## config.mk

```make
export PLATFORM = sky130hd
export DESIGN_NAME = thresh_proc
export DESIGN_NICKNAME = d
export VERILOG_FILES = /design/src/rtl/thresh_proc.sv
export SDC_FILE = /design/constraint.sdc
export NUM_CORES = 1
export LEC_CHECK = 0
export ABC_AREA = 1
export CORE_MARGIN = 8
export CORE_UTILIZATION = 51
export DETAILED_ROUTE_END_ITERATION = 10
export PLACE_DENSITY = 0.78
export SYNTH_ARGS = -nofsm -noshare
export SYNTH_HDL_FRONTEND = slang
export SYNTH_SLANG_ARGS = --single-unit
```

## constraint.sdc

```tcl
create_clock -name clk -period 2.5 [get_ports clk]
set_input_delay 0.25 -clock clk [delete_from_list [all_inputs] [get_ports clk]]
set_output_delay 0.25 -clock clk [all_outputs]
set_load 0.01 [all_outputs]
```

## src/rtl/thresh_proc.sv

```systemverilog
// Per-pixel threshold pass over a RAM frame; optional above-threshold count under THRESH_STATS_EN.
// Latency: 3 cycles per pixel (read, capture, write); done after 3*PIX_COUNT cycles from start.
// Backpressure: none; the RAM answers one cycle after RAM_ren, and start is ignored mid-frame.
module thresh_proc #(
    parameter int DATA_W    = 8,
    parameter int ADDR_W    = 20,
    parameter int HDR_SIZE  = 54,
    parameter int PIX_COUNT = 262144
) (
    input  logic              clk,
    input  logic              rst_n,
    input  logic              start,
    input  logic [DATA_W-1:0] threshold,
    input  logic [1:0]        mode,
    input  logic [DATA_W-1:0] RAM_out,
    output logic              RAM_ren,
    output logic              RAM_wen,
    output logic [DATA_W-1:0] RAM_in,
    output logic [ADDR_W-1:0] RAM_addr,
    output logic              busy,
    output logic              done,
    output logic [ADDR_W-1:0] above_cnt
);

    typedef enum logic [2:0] {IDLE, RD, CAP, WR, FIN} state_t;

    localparam logic [ADDR_W-1:0] HDR_A    = ADDR_W'(HDR_SIZE);
    localparam logic [ADDR_W-1:0] LAST_IDX = ADDR_W'(PIX_COUNT - 1);

    state_t              state_q, state_d;
    logic [ADDR_W-1:0]   idx_q, idx_d;
    logic [DATA_W-1:0]   thr_q, thr_d;
    logic [1:0]          mode_q, mode_d;
    logic [DATA_W-1:0]   pix_q, pix_d;
    logic                ren_q, ren_d;
    logic                wen_q, wen_d;
    logic                busy_q, busy_d;
    logic                done_q, done_d;
    logic                above;
    logic [DATA_W-1:0]   f_pix;

    always_comb begin
        state_d = state_q;
        idx_d   = idx_q;
        thr_d   = thr_q;
        mode_d  = mode_q;
        pix_d   = pix_q;
        ren_d   = 1'b0;
        wen_d   = 1'b0;
        busy_d  = busy_q;
        done_d  = done_q;
        case (state_q)
            IDLE, FIN: begin
                if (start) begin
                    state_d = RD;
                    thr_d   = threshold;
                    mode_d  = mode;
                    idx_d   = '0;
                    ren_d   = 1'b1;
                    busy_d  = 1'b1;
                    done_d  = 1'b0;
                end
            end
            RD: begin
                state_d = CAP;
            end
            CAP: begin
                state_d = WR;
                pix_d   = RAM_out;
                wen_d   = 1'b1;
            end
            WR: begin
                if (idx_q == LAST_IDX) begin
                    state_d = FIN;
                    busy_d  = 1'b0;
                    done_d  = 1'b1;
                end else begin
                    state_d = RD;
                    idx_d   = idx_q + 1'b1;
                    ren_d   = 1'b1;
                end
            end
            default: state_d = IDLE;
        endcase
    end

    always_ff @(posedge clk or negedge rst_n) begin
        if (!rst_n) begin
            state_q <= IDLE;
            idx_q   <= '0;
            thr_q   <= '0;
            mode_q  <= '0;
            pix_q   <= '0;
            ren_q   <= 1'b0;
            wen_q   <= 1'b0;
            busy_q  <= 1'b0;
            done_q  <= 1'b0;
        end else begin
            state_q <= state_d;
            idx_q   <= idx_d;
            thr_q   <= thr_d;
            mode_q  <= mode_d;
            pix_q   <= pix_d;
            ren_q   <= ren_d;
            wen_q   <= wen_d;
            busy_q  <= busy_d;
            done_q  <= done_d;
        end
    end

    // Transfer function sees only the latched pixel/threshold/mode, so RAM_in is stable all of WR.
    assign above = pix_q > thr_q;

    always_comb begin
        f_pix = '0;
        case (mode_q)
            2'b00:   f_pix = above ? '1    : '0;
            2'b01:   f_pix = above ? '0    : '1;
            2'b10:   f_pix = above ? thr_q : pix_q;
            default: f_pix = above ? pix_q : '0;
        endcase
    end

    assign RAM_ren  = ren_q;
    assign RAM_wen  = wen_q;
    assign RAM_in   = wen_q ? f_pix : '0;
    assign RAM_addr = HDR_A + idx_q;
    assign busy     = busy_q;
    assign done     = done_q;

`ifdef THRESH_STATS_EN
    logic [ADDR_W-1:0] cnt_q, cnt_d;
    logic              frame_start;

    assign frame_start = ((state_q == IDLE) || (state_q == FIN)) && start;

    always_comb begin
        cnt_d = cnt_q;
        if (frame_start) begin
            cnt_d = '0;
        end else if ((state_q == WR) && above && (cnt_q != '1)) begin
            cnt_d = cnt_q + 1'b1;
        end
    end

    always_ff @(posedge clk or negedge rst_n) begin
        if (!rst_n) begin
            cnt_q <= '0;
        end else begin
            cnt_q <= cnt_d;
        end
    end

    assign above_cnt = cnt_q;
`else
    assign above_cnt = '0;
`endif

endmodule
```

# After elaboration in Yosys (flattened, before gate mapping)
# Cells that the tools add are included.
dict set report op_classes {
  muxes 22
  n_reduce_logical 7
  eq_ne 10
  addsub 2
  magnitude_cmp 1
}
# cell n
set ops {}
lappend ops {{20-bit 2-to-1 mux} 2}
lappend ops {{8-bit 2-to-1 mux} 5}
lappend ops {{20-bit case mux with 2 select lines} 1}
lappend ops {{8-bit case mux with 3 select lines} 1}
lappend ops {{20-bit by 1-bit adder with 20-bit output, second input constant} 1}
lappend ops {{6-bit by 20-bit adder with 20-bit output, first input constant} 1}
lappend ops {{20-bit by 18-bit == test with 1-bit output, second input constant} 1}
lappend ops {{3-bit case mux with 4 select lines} 1}
lappend ops {{8-bit > comparator} 1}
lappend ops {{1-bit 2-to-1 mux} 7}
lappend ops {{3-bit by 2-bit == test with 1-bit output, second input constant} 2}
lappend ops {{3-bit 2-to-1 mux} 2}
lappend ops {{2-bit != test, second input constant} 3}
lappend ops {{1-bit case mux with 2 select lines} 3}
lappend ops {{3-bit AND reduction} 2}
lappend ops {{3-bit by 1-bit == test with 1-bit output, second input constant} 1}
lappend ops {{3-bit == test, second input constant} 1}
lappend ops {{3-bit logical NOT} 1}
lappend ops {{2-bit by 1-bit == test with 1-bit output, second input constant} 1}
lappend ops {{2-bit == test, second input constant} 1}
lappend ops {{2-bit logical NOT} 1}
lappend ops {{2-bit AND reduction} 1}
lappend ops {{2-bit nonzero test} 1}
lappend ops {{2-bit OR reduction} 1}
dict set report totals {
  elab_cells 51
  in_bits 21
  output_inout_bits 52
  ff_bits 45
}

# Depth between registers and ports, before layout
# Gate-level depths: netlist (run 1).
dict set report depth {
  word_depth 4
  ltp_mapped 16
  mapped_depth_nobuf 15
}

# Worst setup path after synthesis (run 1)
# OpenSTA, ideal clock, no wires.
dict set report synth_path {
  kind {register to output}
  startpoint {register pix_q[7]}
  endpoint {output RAM_in[1]}
  arrival_ps 1767
  n_path_buf 1
  stages_incl_launch_ff 12
  path_slack_ps 483
  t_required_ps 2250
  path_cell_list {dfrtp_1 > ha_1 > nand2_1 > nor2_1 > nand4_1 > nand2_1 > buf_2 > nor2_1 > nand2_1 > nand3_1 > nand2_1 > inv_1}
}
dict set report synth_via {
  elab_chain_cells 4
  word_cells_on_any_way 7
  classes_between {order compare: 1; mux: 6}
}
# item line_no
set synth_rtl {}
lappend synth_rtl {{from (decl)} 34} ;# logic [DATA_W-1:0] pix_q, pix_d;
lappend synth_rtl {{from (signal assigned)} 103} ;# pix_q <= pix_d;
lappend synth_rtl {{8-bit > comparator *} 112} ;# assign above = pix_q > thr_q;
lappend synth_rtl {{8-bit 2-to-1 mux, on equally long branches} n/a}
lappend synth_rtl {{8-bit case mux with 3 select lines *} 116} ;# case (mode_q)
lappend synth_rtl {{8-bit 2-to-1 mux *} 126} ;# assign RAM_in = wen_q ? f_pix : '0;
lappend synth_rtl {{to (decl)} 18} ;# output logic [DATA_W-1:0] RAM_in,
# Mark *: on every way between the ends. The rest lies on a longest branch, timed or not.

# Worst setup path after layout (run 1)
dict set report layout_path {
  startpoint {register pix_q[6]}
  endpoint {output RAM_in[5]}
}
# Same word-level chain as after synthesis.

==> impl_results.html, run 1 <==
<table>
<tr><th>Metric</th><th>Value</th></tr>
<tr><th colspan="2">Job</th></tr>
<tr><td>Maximum Capacitance Violations</td><td>0</td></tr>
<tr><th colspan="2">Drt</th></tr>
<tr><td>Antenna-violating nets left</td><td>0</td></tr>
<tr><td>First-pass iteration count of the detailed router</td><td>5</td></tr>
<tr><td>Post-detailed-route via-to-cell ratio</td><td>5.24</td></tr>
<tr><td>Final Routed Wirelength</td><td>9170 um</td></tr>
<tr><td>DRC errors left</td><td>0</td></tr>
<tr><td>Iteration-0 DRC count of the detailed router</td><td>215</td></tr>
<tr><td>Overall via count from detail_route</td><td>3,139</td></tr>
<tr><td>Routed wire length per instance</td><td>15.3 um</td></tr>
<tr><th colspan="2">Critical path</th></tr>
<tr><td>Critical Path Fanout Max</td><td>5</td></tr>
<tr><td>Endpoint arrival time on the critical path</td><td>2.30 ns</td></tr>
<tr><td>Worst Setup End Kind</td><td>output port</td></tr>
<tr><td>Crit path to</td><td>RAM_in[5]</td></tr>
<tr><td>Worst setup path category</td><td>flop to output port</td></tr>
<tr><td>Reg-to-reg slack, setup</td><td>between 0.4 and 0.5 ns</td></tr>
<tr><td>Number of cells traversed by the worst register-to-register path</td><td>14</td></tr>
<tr><td>Startpoint of the most critical setup path</td><td>pix_q[6]</td></tr>
<tr><td>Reg-to-Reg End</td><td>idx_q[2]</td></tr>
<tr><td>Element type at the critical path start</td><td>flop</td></tr>
<tr><td>Data required time of the worst path</td><td>2.25 ns</td></tr>
<tr><td>Launching point of the worst reg2reg path</td><td>idx_q[1]</td></tr>
<tr><th colspan="2">Synth</th></tr>
<tr><td>Number of flip-flops and latches in the synthesized netlist</td><td>45</td></tr>
<tr><td>Warning count from the yosys run</td><td>0</td></tr>
<tr><td>Synthesized instance count</td><td>432</td></tr>
<tr><td>Post-synthesis cell area</td><td>3140 um2</td></tr>
<tr><td>Mean post-synth cell area</td><td>7.26 um2</td></tr>
<tr><td>Yosys cell types</td><td>30</td></tr>
<tr><td>Sequential element share of the synthesized area</td><td>35.9%</td></tr>
<tr><th colspan="2">CTS</th></tr>
<tr><td>Clock network latency to the later pin of the worst-skew pair</td><td>0.32 ns</td></tr>
<tr><td>Number of clock sinks seen by CTS</td><td>45</td></tr>
<tr><td>Num CTS Buffers</td><td>5</td></tr>
<tr><td>Root buf cell</td><td>sky130_fd_sc_hd__clkbuf_8</td></tr>
<tr><td>Total of hold buffers inserted after clock tree synthesis</td><td>0</td></tr>
<tr><td>H-tree depth</td><td>2</td></tr>
<tr><td>CTS clock-pin slew for the worst setup and hold paths</td><td>0.10 ns</td></tr>
<tr><td>CTS tree</td><td>yes</td></tr>
<tr><td>Bufs on Longest Clock Path</td><td>2</td></tr>
<tr><th colspan="2">Timing</th></tr>
<tr><td>Achievable clock frequency</td><td>0.392 GHz</td></tr>
<tr><td>Measured slew at the worst slew-check pin</td><td>~0.84 ns</td></tr>
<tr><td>Final worst setup slack</td><td>-0.0519 ns</td></tr>
<tr><td>RSZ-0062 raised after global routing</td><td>yes</td></tr>
<tr><td>Fin. Hold Viols</td><td>0</td></tr>
<tr><td>Ratio of final minimum period to clock period</td><td>102%</td></tr>
<tr><td>Number of max-slew violations in the final report</td><td>0</td></tr>
<tr><td>Fin crit period</td><td>2.55 ns</td></tr>
<tr><td>Slew HR</td><td>44.1%</td></tr>
<tr><td>Count of final setup violators</td><td>3</td></tr>
<tr><td>Worst clock skew</td><td>0.0190 ns</td></tr>
<tr><th colspan="2">Global route</th></tr>
<tr><td>First-pass GRT wire length</td><td>14,100 um</td></tr>
<tr><td>Number of global-route vias before repair</td><td>~3,100</td></tr>
<tr><td>Total routing usage reported by global routing</td><td>19.6%</td></tr>
<tr><td>Pin count of the biggest net entering global routing</td><td>46</td></tr>
<tr><td>Leftover overflow at the end of global routing</td><td>0</td></tr>
<tr><td>Number of antenna violations at the first check in global routing</td><td>0</td></tr>
<tr><th colspan="2">Die</th></tr>
<tr><td>Vertical extent of the die</td><td>94.4 um</td></tr>
<tr><td>Die ar.</td><td>8920 um2</td></tr>
<tr><td>Die Span X</td><td>94.4 um</td></tr>
<tr><td>Std-Cell Rows</td><td>28</td></tr>
<tr><td>Core Area</td><td>just under 6000 um2</td></tr>
<tr><td>Effective utilization at floorplan</td><td>53.0%</td></tr>
<tr><td>Boundary pin count</td><td>73</td></tr>
<tr><th colspan="2">Layout</th></tr>
<tr><td>Layout cells sized above 1</td><td>23.3%</td></tr>
<tr><td>Number of inserted filler cells in the final layout</td><td>453</td></tr>
<tr><td>Antenna diodes</td><td>0</td></tr>
<tr><td>Final core utilization</td><td>72.5%</td></tr>
<tr><td>Total Nets Final</td><td>about 560</td></tr>
<tr><td>Area growth from synthesis to layout</td><td>36.8%</td></tr>
<tr><th colspan="2">Place</th></tr>
<tr><td>Place WS</td><td>-0.146 ns</td></tr>
<tr><td>Detailed Place HPWL</td><td>between 6000 and 7000 um</td></tr>
<tr><td>Routability cong.</td><td>0.935</td></tr>
<tr><td>Number of input and output port buffers inserted</td><td>52</td></tr>
<tr><th colspan="2">Pwr</th></tr>
<tr><td>Sw frac</td><td>45.9%</td></tr>
<tr><td>Power spent charging and discharging nets</td><td>2.29 mW</td></tr>
<tr><td>Pwr dens</td><td>roughly 1200 nW/um2</td></tr>
<tr><td>Worst vdd rail ir drop</td><td>roughly 0.76 mV</td></tr>
<tr><td>Pint</td><td>2.70 mW</td></tr>
<tr><td>Portion of total power attributed to the clock network</td><td>11.9%</td></tr>
<tr><td>Standby leakage power</td><td>2.14 nW</td></tr>
<tr><td>Reg power frac</td><td>a little under a quarter</td></tr>
<tr><td>Part of the total power dissipated in combinational logic</td><td>64.1%</td></tr>
<tr><th colspan="2">Outcome</th></tr>
<tr><td>Outcome</td><td>finished, violations left</td></tr>
<tr><td>Violations in the final reports</td><td>setup timing</td></tr>
<tr><th colspan="2">Worst hold path</th></tr>
<tr><td>Class of the tightest hold or removal check</td><td>input port to asynchronous set/reset pin</td></tr>
</table>
cell usage in the layout, fill, tap and decap left out, types with 5 or more instances in the layout:
cell / n
sky130_fd_sc_hd__buf_4: 41
sky130_fd_sc_hd__clkdlybuf4s50_1: 37
sky130_fd_sc_hd__ha_1: 8
sky130_fd_sc_hd__nand4_1: 10
sky130_fd_sc_hd__conb_1: 20
sky130_fd_sc_hd__inv_1: 59
sky130_fd_sc_hd__nor2_1: 27
sky130_fd_sc_hd__clkbuf_8: 6
sky130_fd_sc_hd__nand3_1: 25
sky130_fd_sc_hd__nand2_1: 93
sky130_fd_sc_hd__dfrtp_1: 44
sky130_fd_sc_hd__buf_6: 8
sky130_fd_sc_hd__nand2_2: 14
sky130_fd_sc_hd__xor2_1: 22
sky130_fd_sc_hd__o21ai_0: 32
sky130_fd_sc_hd__buf_2: 5
sky130_fd_sc_hd__a21oi_1: 7
sky130_fd_sc_hd__nand3_2: 18
area by class of cell:
| type | count | area (um2) | share of cell area, % |
|---|---|---|---|
| clock inverters | 1 | 30.0 | 0.699 |
| clock buffers | 7 | 86.3 | 2.01 |
| flip-flops and latches | 45 | 1130 | 26.3 |
| repair buffers | 96 | 841 | 19.6 |
| multi-input cells | 314 | 1890 | 43.9 |
| inverters | 61 | 229 | 5.33 |
| well taps | 75 | 93.8 | 2.19 |
metrics by stage:
step / instances / hold slack, ns / instance area (um2) / setup TNS, ns / power [mW]
2_1_floorplan: 451 / -0.0456 / 3210 / 0 / 2.70
3_3_place_gp: 583 / 0.379 / 3870 / -0.347 / 3.68
3_5_place_dp: 583 / 0.386 / 3870 / -0.908 / 3.75
4_1_cts: 594 / 0.0462 / 4040 / -0.0558 / 4.43
5_1_grt: 599 / 0.0807 / 4290 / -0.618 / 5.36
6_report: 599 / 0.00640 / 4290 / -0.0610 / 4.99
worst min path at each step:
stage | startpoint | to | slack (ns) | cells past startpoint
global placement | rst_n | idx_q[4] | 0.38 | 2
floorplan | rst_n | RAM_ren | -0.05 | 0
finish | rst_n | idx_q[3] | 0.006 | 2
global route | rst_n | thr_q[3] | 0.08 | 2
CTS | rst_n | idx_q[4] | 0.05 | 2
detailed placement | rst_n | idx_q[4] | 0.39 | 2
state kept, by name, summed over array words and instances, names as in the netlist:
register,cells
RAM_ren,1
idx_q,20
state_q,3
done,1
RAM_wen,1
pix_q,8
thr_q,8
busy,1
mode_q,2
Yosys cell counts, drive strengths merged:
master / n / share of area (%)
nand2: 109 / 13
inv: 60 / 7.2
dfrtp: 45 / 36
nand3: 45 / 7.2
o21ai: 35 / 5.8
nor2: 33 / 4.4
buf: 26 / 6.3
xor2: 23 / 6.4
ha: 11 / 4.4
nand4: 11 / 2.4
a21oi: 10 / 1.7
o22ai: 6 / 1.6
clkbuf: 5 / 0.60
nor3: 5 / 0.80
nor3b: 2 / 0.64
a21o: 1 / 0.24
and3b: 1 / 0.28
clkinv: 1 / 0.12
conb: 1 / 0.12
or2: 1 / 0.20
xnor2: 1 / 0.28
kinds of logic after synthesis:
kind of cell | synth area share, %
compound gates | 9.37
xor+xnor | 6.70
fa+ha+maj | 4.39
buf+inv | 14.2
flops | 35.9
other cells | 0.120
simple gates | 29.3
routing by layer:
| layer | share of wire [%] | routed length [um] | GRT usage, % | up-vias |
|---|---|---|---|---|
| li1 | - | - | - | 1525 |
| met1 | 44 | 4030 | 25.7 | 1487 |
| met2 | 49 | 4520 | 32.4 | 114 |
| met3 | 5.0 | 461 | 2.78 | 13 |
| met4 | 1.7 | 156 | 6.61 | 0 |
| met5 | 0 | 0 | 0 | - |
power groups by stage:
stage          Combinational [mW]  Sequential (mW)  Clock, mW
3_5_place_dp                 2.57             1.18          0
5_1_grt                      3.51             1.23      0.624
3_3_place_gp                 2.50             1.17          0
4_1_cts                      2.65             1.18      0.595
2_1_floorplan                1.54             1.16          0
6_report                     3.20             1.20      0.594
worst max-delay path: stages, from the launching register on:
cell and delay (ns):
sky130_fd_sc_hd__dfrtp_1 0.42, sky130_fd_sc_hd__ha_1 0.30, sky130_fd_sc_hd__nand2_2 0.08, sky130_fd_sc_hd__nor2_4 0.12
sky130_fd_sc_hd__nand4_1 0.17, sky130_fd_sc_hd__buf_4 0.20, sky130_fd_sc_hd__buf_6 0.13, sky130_fd_sc_hd__nand3_1 0.12
sky130_fd_sc_hd__nand3_2 0.11, sky130_fd_sc_hd__nand3_2 0.13, sky130_fd_sc_hd__nand2_2 0.05, sky130_fd_sc_hd__inv_1 0.06
sky130_fd_sc_hd__buf_6 0.10
timing repair:
action / in CTS / in global routing
setup endpoints to repair: 18 / 16
setup buffers: 3 / 5
pin swaps: 13 / 22
resized for setup: 52 / 53
No activity file was read; power rests on OpenSTA's default activity.
==> run 2: changes to the inputs <==
--- a/config.mk
+++ b/config.mk
@@ -5,11 +5,10 @@
 export SDC_FILE = /design/constraint.sdc
 export NUM_CORES = 1
 export LEC_CHECK = 0
-export ABC_AREA = 1
 export CORE_MARGIN = 8
-export CORE_UTILIZATION = 51
+export CORE_UTILIZATION = 49
 export DETAILED_ROUTE_END_ITERATION = 10
-export PLACE_DENSITY = 0.78
+export PLACE_DENSITY = 0.77
 export SYNTH_ARGS = -nofsm -noshare
 export SYNTH_HDL_FRONTEND = slang
 export SYNTH_SLANG_ARGS = --single-unit
==> impl_results.html, run 2 <==
<table>
<tr><th>Metric</th><th>Value</th></tr>
<tr><th colspan="2">Die</th></tr>
<tr><td>Vertical extent of the die</td><td>92.5 um</td></tr>
<tr><td>Die Span X</td><td>92.5 um</td></tr>
<tr><td>Effective utilization at floorplan</td><td>49.5%</td></tr>
<tr><td>Std-Cell Rows</td><td>28</td></tr>
<tr><td>Core Area</td><td>5780 um2</td></tr>
<tr><td>Boundary pin count</td><td>73</td></tr>
<tr><td>Die ar.</td><td>8550 um2</td></tr>
<tr><th colspan="2">Synth</th></tr>
<tr><td>Warning count from the yosys run</td><td>0</td></tr>
<tr><td>Top post-synthesis cells by count</td><td>sky130_fd_sc_hd__dfrtp_1 (45), sky130_fd_sc_hd__nand2_1 (32), sky130_fd_sc_hd__nor2_1 (29)</td></tr>
<tr><td>Post-synth ARST share</td><td>100%</td></tr>
<tr><td>Post-synthesis cell area</td><td>2860 um2</td></tr>
<tr><td>Main flop type after synthesis</td><td>sky130_fd_sc_hd__dfrtp_1</td></tr>
<tr><td>Library cell with the highest instance count after synthesis</td><td>sky130_fd_sc_hd__dfrtp_1</td></tr>
<tr><td>Top area cells in the synthesized netlist</td><td>sky130_fd_sc_hd__dfrtp_1 (39%), sky130_fd_sc_hd__xnor2_1 (6.1%), sky130_fd_sc_hd__buf_4 (6.0%), sky130_fd_sc_hd__ha_1 (4.8%), sky130_fd_sc_hd__nand2_1 (4.2%)</td></tr>
<tr><td>Sequential element share of the synthesized area</td><td>between 30% and 40%</td></tr>
<tr><td>Number of flip-flops and latches in the synthesized netlist</td><td>45</td></tr>
<tr><td>Yosys cell types</td><td>53</td></tr>
<tr><td>Number of synthesized flops with an enable pin</td><td>0</td></tr>
<tr><td>Portion of synthesized cell area occupied by the leading cell type</td><td>39.3%</td></tr>
<tr><td>Cell taking the most area after synthesis</td><td>sky130_fd_sc_hd__dfrtp_1</td></tr>
<tr><td>Synthesized instance count</td><td>305</td></tr>
<tr><td>Mean post-synth cell area</td><td>9.39 um2</td></tr>
<tr><th colspan="2">Pwr</th></tr>
<tr><td>Standby leakage power</td><td>about 1.7 nW</td></tr>
<tr><td>Pwr dens</td><td>1080 nW/um2</td></tr>
<tr><td>Portion of total power attributed to the clock network</td><td>10.4%</td></tr>
<tr><td>Sw frac</td><td>between 40 and 50%</td></tr>
<tr><td>Worst vdd rail ir drop</td><td>0.545 mV</td></tr>
<tr><td>Power spent charging and discharging nets</td><td>approximately 1.7 mW</td></tr>
<tr><td>Part of the total power dissipated in combinational logic</td><td>around three fifths</td></tr>
<tr><td>Pint</td><td>about 2.5 mW</td></tr>
<tr><td>Reg power frac</td><td>29.3%</td></tr>
<tr><th colspan="2">Layout</th></tr>
<tr><td>Area growth from synthesis to layout</td><td>35.2%</td></tr>
<tr><td>Layout cells sized above 1</td><td>between 20% and 30%</td></tr>
<tr><td>Register with the highest flop count</td><td>idx_q</td></tr>
<tr><td>Most common cell after layout, fill and taps aside</td><td>sky130_fd_sc_hd__dfrtp_1</td></tr>
<tr><td>Final Instance Count excl. Fillers</td><td>between 400 and 500</td></tr>
<tr><td>Final core utilization</td><td>67.0%</td></tr>
<tr><td>Commonest cells after routing, fill and taps aside</td><td>sky130_fd_sc_hd__dfrtp_1 (42), sky130_fd_sc_hd__buf_4 (37), sky130_fd_sc_hd__clkdlybuf4s50_1 (35)</td></tr>
<tr><td>Largest registers in the final layout</td><td>idx_q x20, pix_q x8, thr_q x8</td></tr>
<tr><td>Total Nets Final</td><td>between 400 and 500</td></tr>
<tr><td>Flip-flop count of the largest register, all copies and words added</td><td>20</td></tr>
<tr><td>Antenna diodes</td><td>0</td></tr>
<tr><th colspan="2">Critical path</th></tr>
<tr><td>Launching point of the worst reg2reg path</td><td>idx_q[16]</td></tr>
<tr><td>Gate family responsible for the most delay along the worst path</td><td>compound AO/OA/AOI/OAI gates</td></tr>
<tr><td>Reg-to-Reg End</td><td>idx_q[5]</td></tr>
<tr><td>Critical Path Max Stage Delay</td><td>0.39 ns</td></tr>
<tr><td>Startpoint of the most critical setup path</td><td>thr_q[7]</td></tr>
<tr><td>Number of cells traversed by the worst register-to-register path</td><td>6</td></tr>
<tr><td>Worst setup path category</td><td>flop to output port</td></tr>
<tr><td>Worst path most repeated cell</td><td>sky130_fd_sc_hd__buf_6</td></tr>
<tr><td>Crit path depth</td><td>11</td></tr>
<tr><td>Reg-to-reg slack, setup</td><td>roughly 0.48 ns</td></tr>
<tr><td>Critical Path Fanout Max</td><td>3</td></tr>
<tr><td>Element type at the critical path start</td><td>flop</td></tr>
<tr><td>Buffers and inverters on the worst path</td><td>6</td></tr>
<tr><td>Data required time of the worst path</td><td>roughly 2.3 ns</td></tr>
<tr><td>Crit path to</td><td>RAM_in[7]</td></tr>
<tr><td>Slowest stage cell, crit path</td><td>sky130_fd_sc_hd__dfrtp_1</td></tr>
<tr><td>List of cells traversed by the critical path</td><td>inv_2 -&gt; ha_4 -&gt; nand4_1 -&gt; a21o_1 -&gt; buf_6 -&gt; a2111oi_4 -&gt; buf_4 -&gt; buf_6 -&gt; buf_6 -&gt; a221o_1 -&gt; buf_2</td></tr>
<tr><td>Endpoint arrival time on the critical path</td><td>2.62 ns</td></tr>
<tr><td>Worst Setup End Kind</td><td>output port</td></tr>
<tr><th colspan="2">Global route</th></tr>
<tr><td>Number of antenna violations at the first check in global routing</td><td>0</td></tr>
<tr><td>Leftover overflow at the end of global routing</td><td>0</td></tr>
<tr><td>Number of global-route vias before repair</td><td>roughly 2,500</td></tr>
<tr><td>Pin count of the biggest net entering global routing</td><td>32</td></tr>
<tr><td>First-pass GRT wire length</td><td>roughly 12,000 um</td></tr>
<tr><td>Total routing usage reported by global routing</td><td>~17%</td></tr>
<tr><th colspan="2">Timing</th></tr>
<tr><td>Total Neg Setup Slack</td><td>-2.66 ns</td></tr>
<tr><td>Fin. Hold Viols</td><td>0</td></tr>
<tr><td>RSZ-0062 raised after global routing</td><td>yes</td></tr>
<tr><td>Ratio of final minimum period to clock period</td><td>115%</td></tr>
<tr><td>Achievable clock frequency</td><td>approximately 0.35 GHz</td></tr>
<tr><td>Number of max-slew violations in the final report</td><td>0</td></tr>
<tr><td>Final worst setup slack</td><td>-0.373 ns</td></tr>
<tr><td>Count of final setup violators</td><td>8</td></tr>
<tr><td>Measured slew at the worst slew-check pin</td><td>0.516 ns</td></tr>
<tr><td>Fin crit period</td><td>2.87 ns</td></tr>
<tr><td>Worst clock skew</td><td>0.00415 ns</td></tr>
<tr><td>Slew HR</td><td>64.7%</td></tr>
<tr><td>Worst hold slack</td><td>0.422 ns</td></tr>
<tr><th colspan="2">Drt</th></tr>
<tr><td>Antenna-violating nets left</td><td>0</td></tr>
<tr><td>Iteration-0 DRC count of the detailed router</td><td>136</td></tr>
<tr><td>Final Routed Wirelength</td><td>approximately 7500 um</td></tr>
<tr><td>DRC errors left</td><td>0</td></tr>
<tr><td>First-pass iteration count of the detailed router</td><td>4</td></tr>
<tr><td>Overall via count from detail_route</td><td>roughly 2,500</td></tr>
<tr><td>Routed wire length per instance</td><td>15.9 um</td></tr>
<tr><td>Post-detailed-route via-to-cell ratio</td><td>5.24</td></tr>
<tr><th colspan="2">Place</th></tr>
<tr><td># placed instances</td><td>440</td></tr>
<tr><td>Detailed Place HPWL</td><td>4970 um</td></tr>
<tr><td>Routability cong.</td><td>0.885</td></tr>
<tr><td>Place WS</td><td>-0.425 ns</td></tr>
<tr><td>Number of input and output port buffers inserted</td><td>52</td></tr>
<tr><th colspan="2">CTS</th></tr>
<tr><td>Root buf cell</td><td>sky130_fd_sc_hd__clkbuf_8</td></tr>
<tr><td>Number of clock sinks seen by CTS</td><td>45</td></tr>
<tr><td>Bufs on Longest Clock Path</td><td>2</td></tr>
<tr><td>CTS tree</td><td>yes</td></tr>
<tr><td>Clock network latency to the later pin of the worst-skew pair</td><td>~0.30 ns</td></tr>
<tr><td>H-tree depth</td><td>2</td></tr>
<tr><td>CTS clock-pin slew for the worst setup and hold paths</td><td>0.08 ns</td></tr>
<tr><td>Num CTS Buffers</td><td>5</td></tr>
<tr><th colspan="2">Job</th></tr>
<tr><td>Maximum Capacitance Violations</td><td>0</td></tr>
<tr><th colspan="2">Outcome</th></tr>
<tr><td>Outcome</td><td>finished, violations left</td></tr>
<tr><td>Violations in the final reports</td><td>setup timing</td></tr>
<tr><th colspan="2">Worst hold path</th></tr>
<tr><td>Class of the tightest hold or removal check</td><td>input port to asynchronous set/reset pin</td></tr>
</table>
==> run 2: cell families (layout without fill, tap and decap cells) <==
logic type	Yosys count	after routing	synth area share, %
fa+ha+maj	11	11	4.81
mux	7	7	2.75
other cells	1	20	0.131
compound gates	52	52	14.0
xor+xnor	31	31	9.48
buf+inv	52	122	10.6
simple gates	106	106	19.0
flops	45	45	39.3
==> run 2: routing by layer <==
layer	GRT usage, %	up-vias	part of all wire (%)	wire [um]
li1	-	1175	-	-
met1	19.9	1202	42	3150
met2	30.2	72	51	3780
met3	4.61	10	6.0	449
met4	4.83	0	1.3	97
met5	0	-	0	0
==> run 2: metrics by stage <==
stage                     cell area, um2  power (mW)
after floorplan                     2940        2.38
after global placement              3490        3.17
after detailed placement            3490        3.23
after CTS                           3750        3.92
after global routing                3870        4.49
final                               3870        4.19
==> run 2: how the worst min path moves through the flow <==
stage,from,endpoint,slack [ns]
final,rst_n,pix_q[0],0.42
after global routing,rst_n,pix_q[1],0.48
after CTS,rst_n,pix_q[0],0.43
after detailed placement,rst_n,pix_q[0],0.22
after global placement,rst_n,pix_q[0],0.21
after floorplan,rst_n,RAM_ren,-0.05
==> run 2: what timing repair did <==
action,CTS,global route
endpoints found under the hold margin,19,0
buffers inserted,15,5
endpoints found under the setup margin,16,12
resized for setup,64,18
pin swaps,19,16
hold buffers,1,0
==> run 2: power groups by stage <==
stage	Sequential, mW	Combinational [mW]	Clock, mW
3_5_place_dp	1.19	2.04	0
5_1_grt	1.25	2.76	0.481
4_1_cts	1.19	2.27	0.455
2_1_floorplan	1.14	1.25	0
3_3_place_gp	1.18	1.99	0
6_report	1.23	2.52	0.437
==> run 2: final cells by class <==
class,instances,area (um2)
clock buffer,6,72.6
fill,474,1910
timing repair buffer,98,840
inverter,16,60.1
clock inverter,2,10.0
tap,75,93.8
sequential,45,1130
multi-input combinational,227,1670
==> run 2: worst reg2reg max path, delay by kind of cell, from the launching register on <==
family                    cells  cell delay, ns
DFF                           1            0.50
and+or+nand+nor               4            0.88
AOI/OAI and AO/OA             1            0.38
xor gates and xnor gates      1            0.15
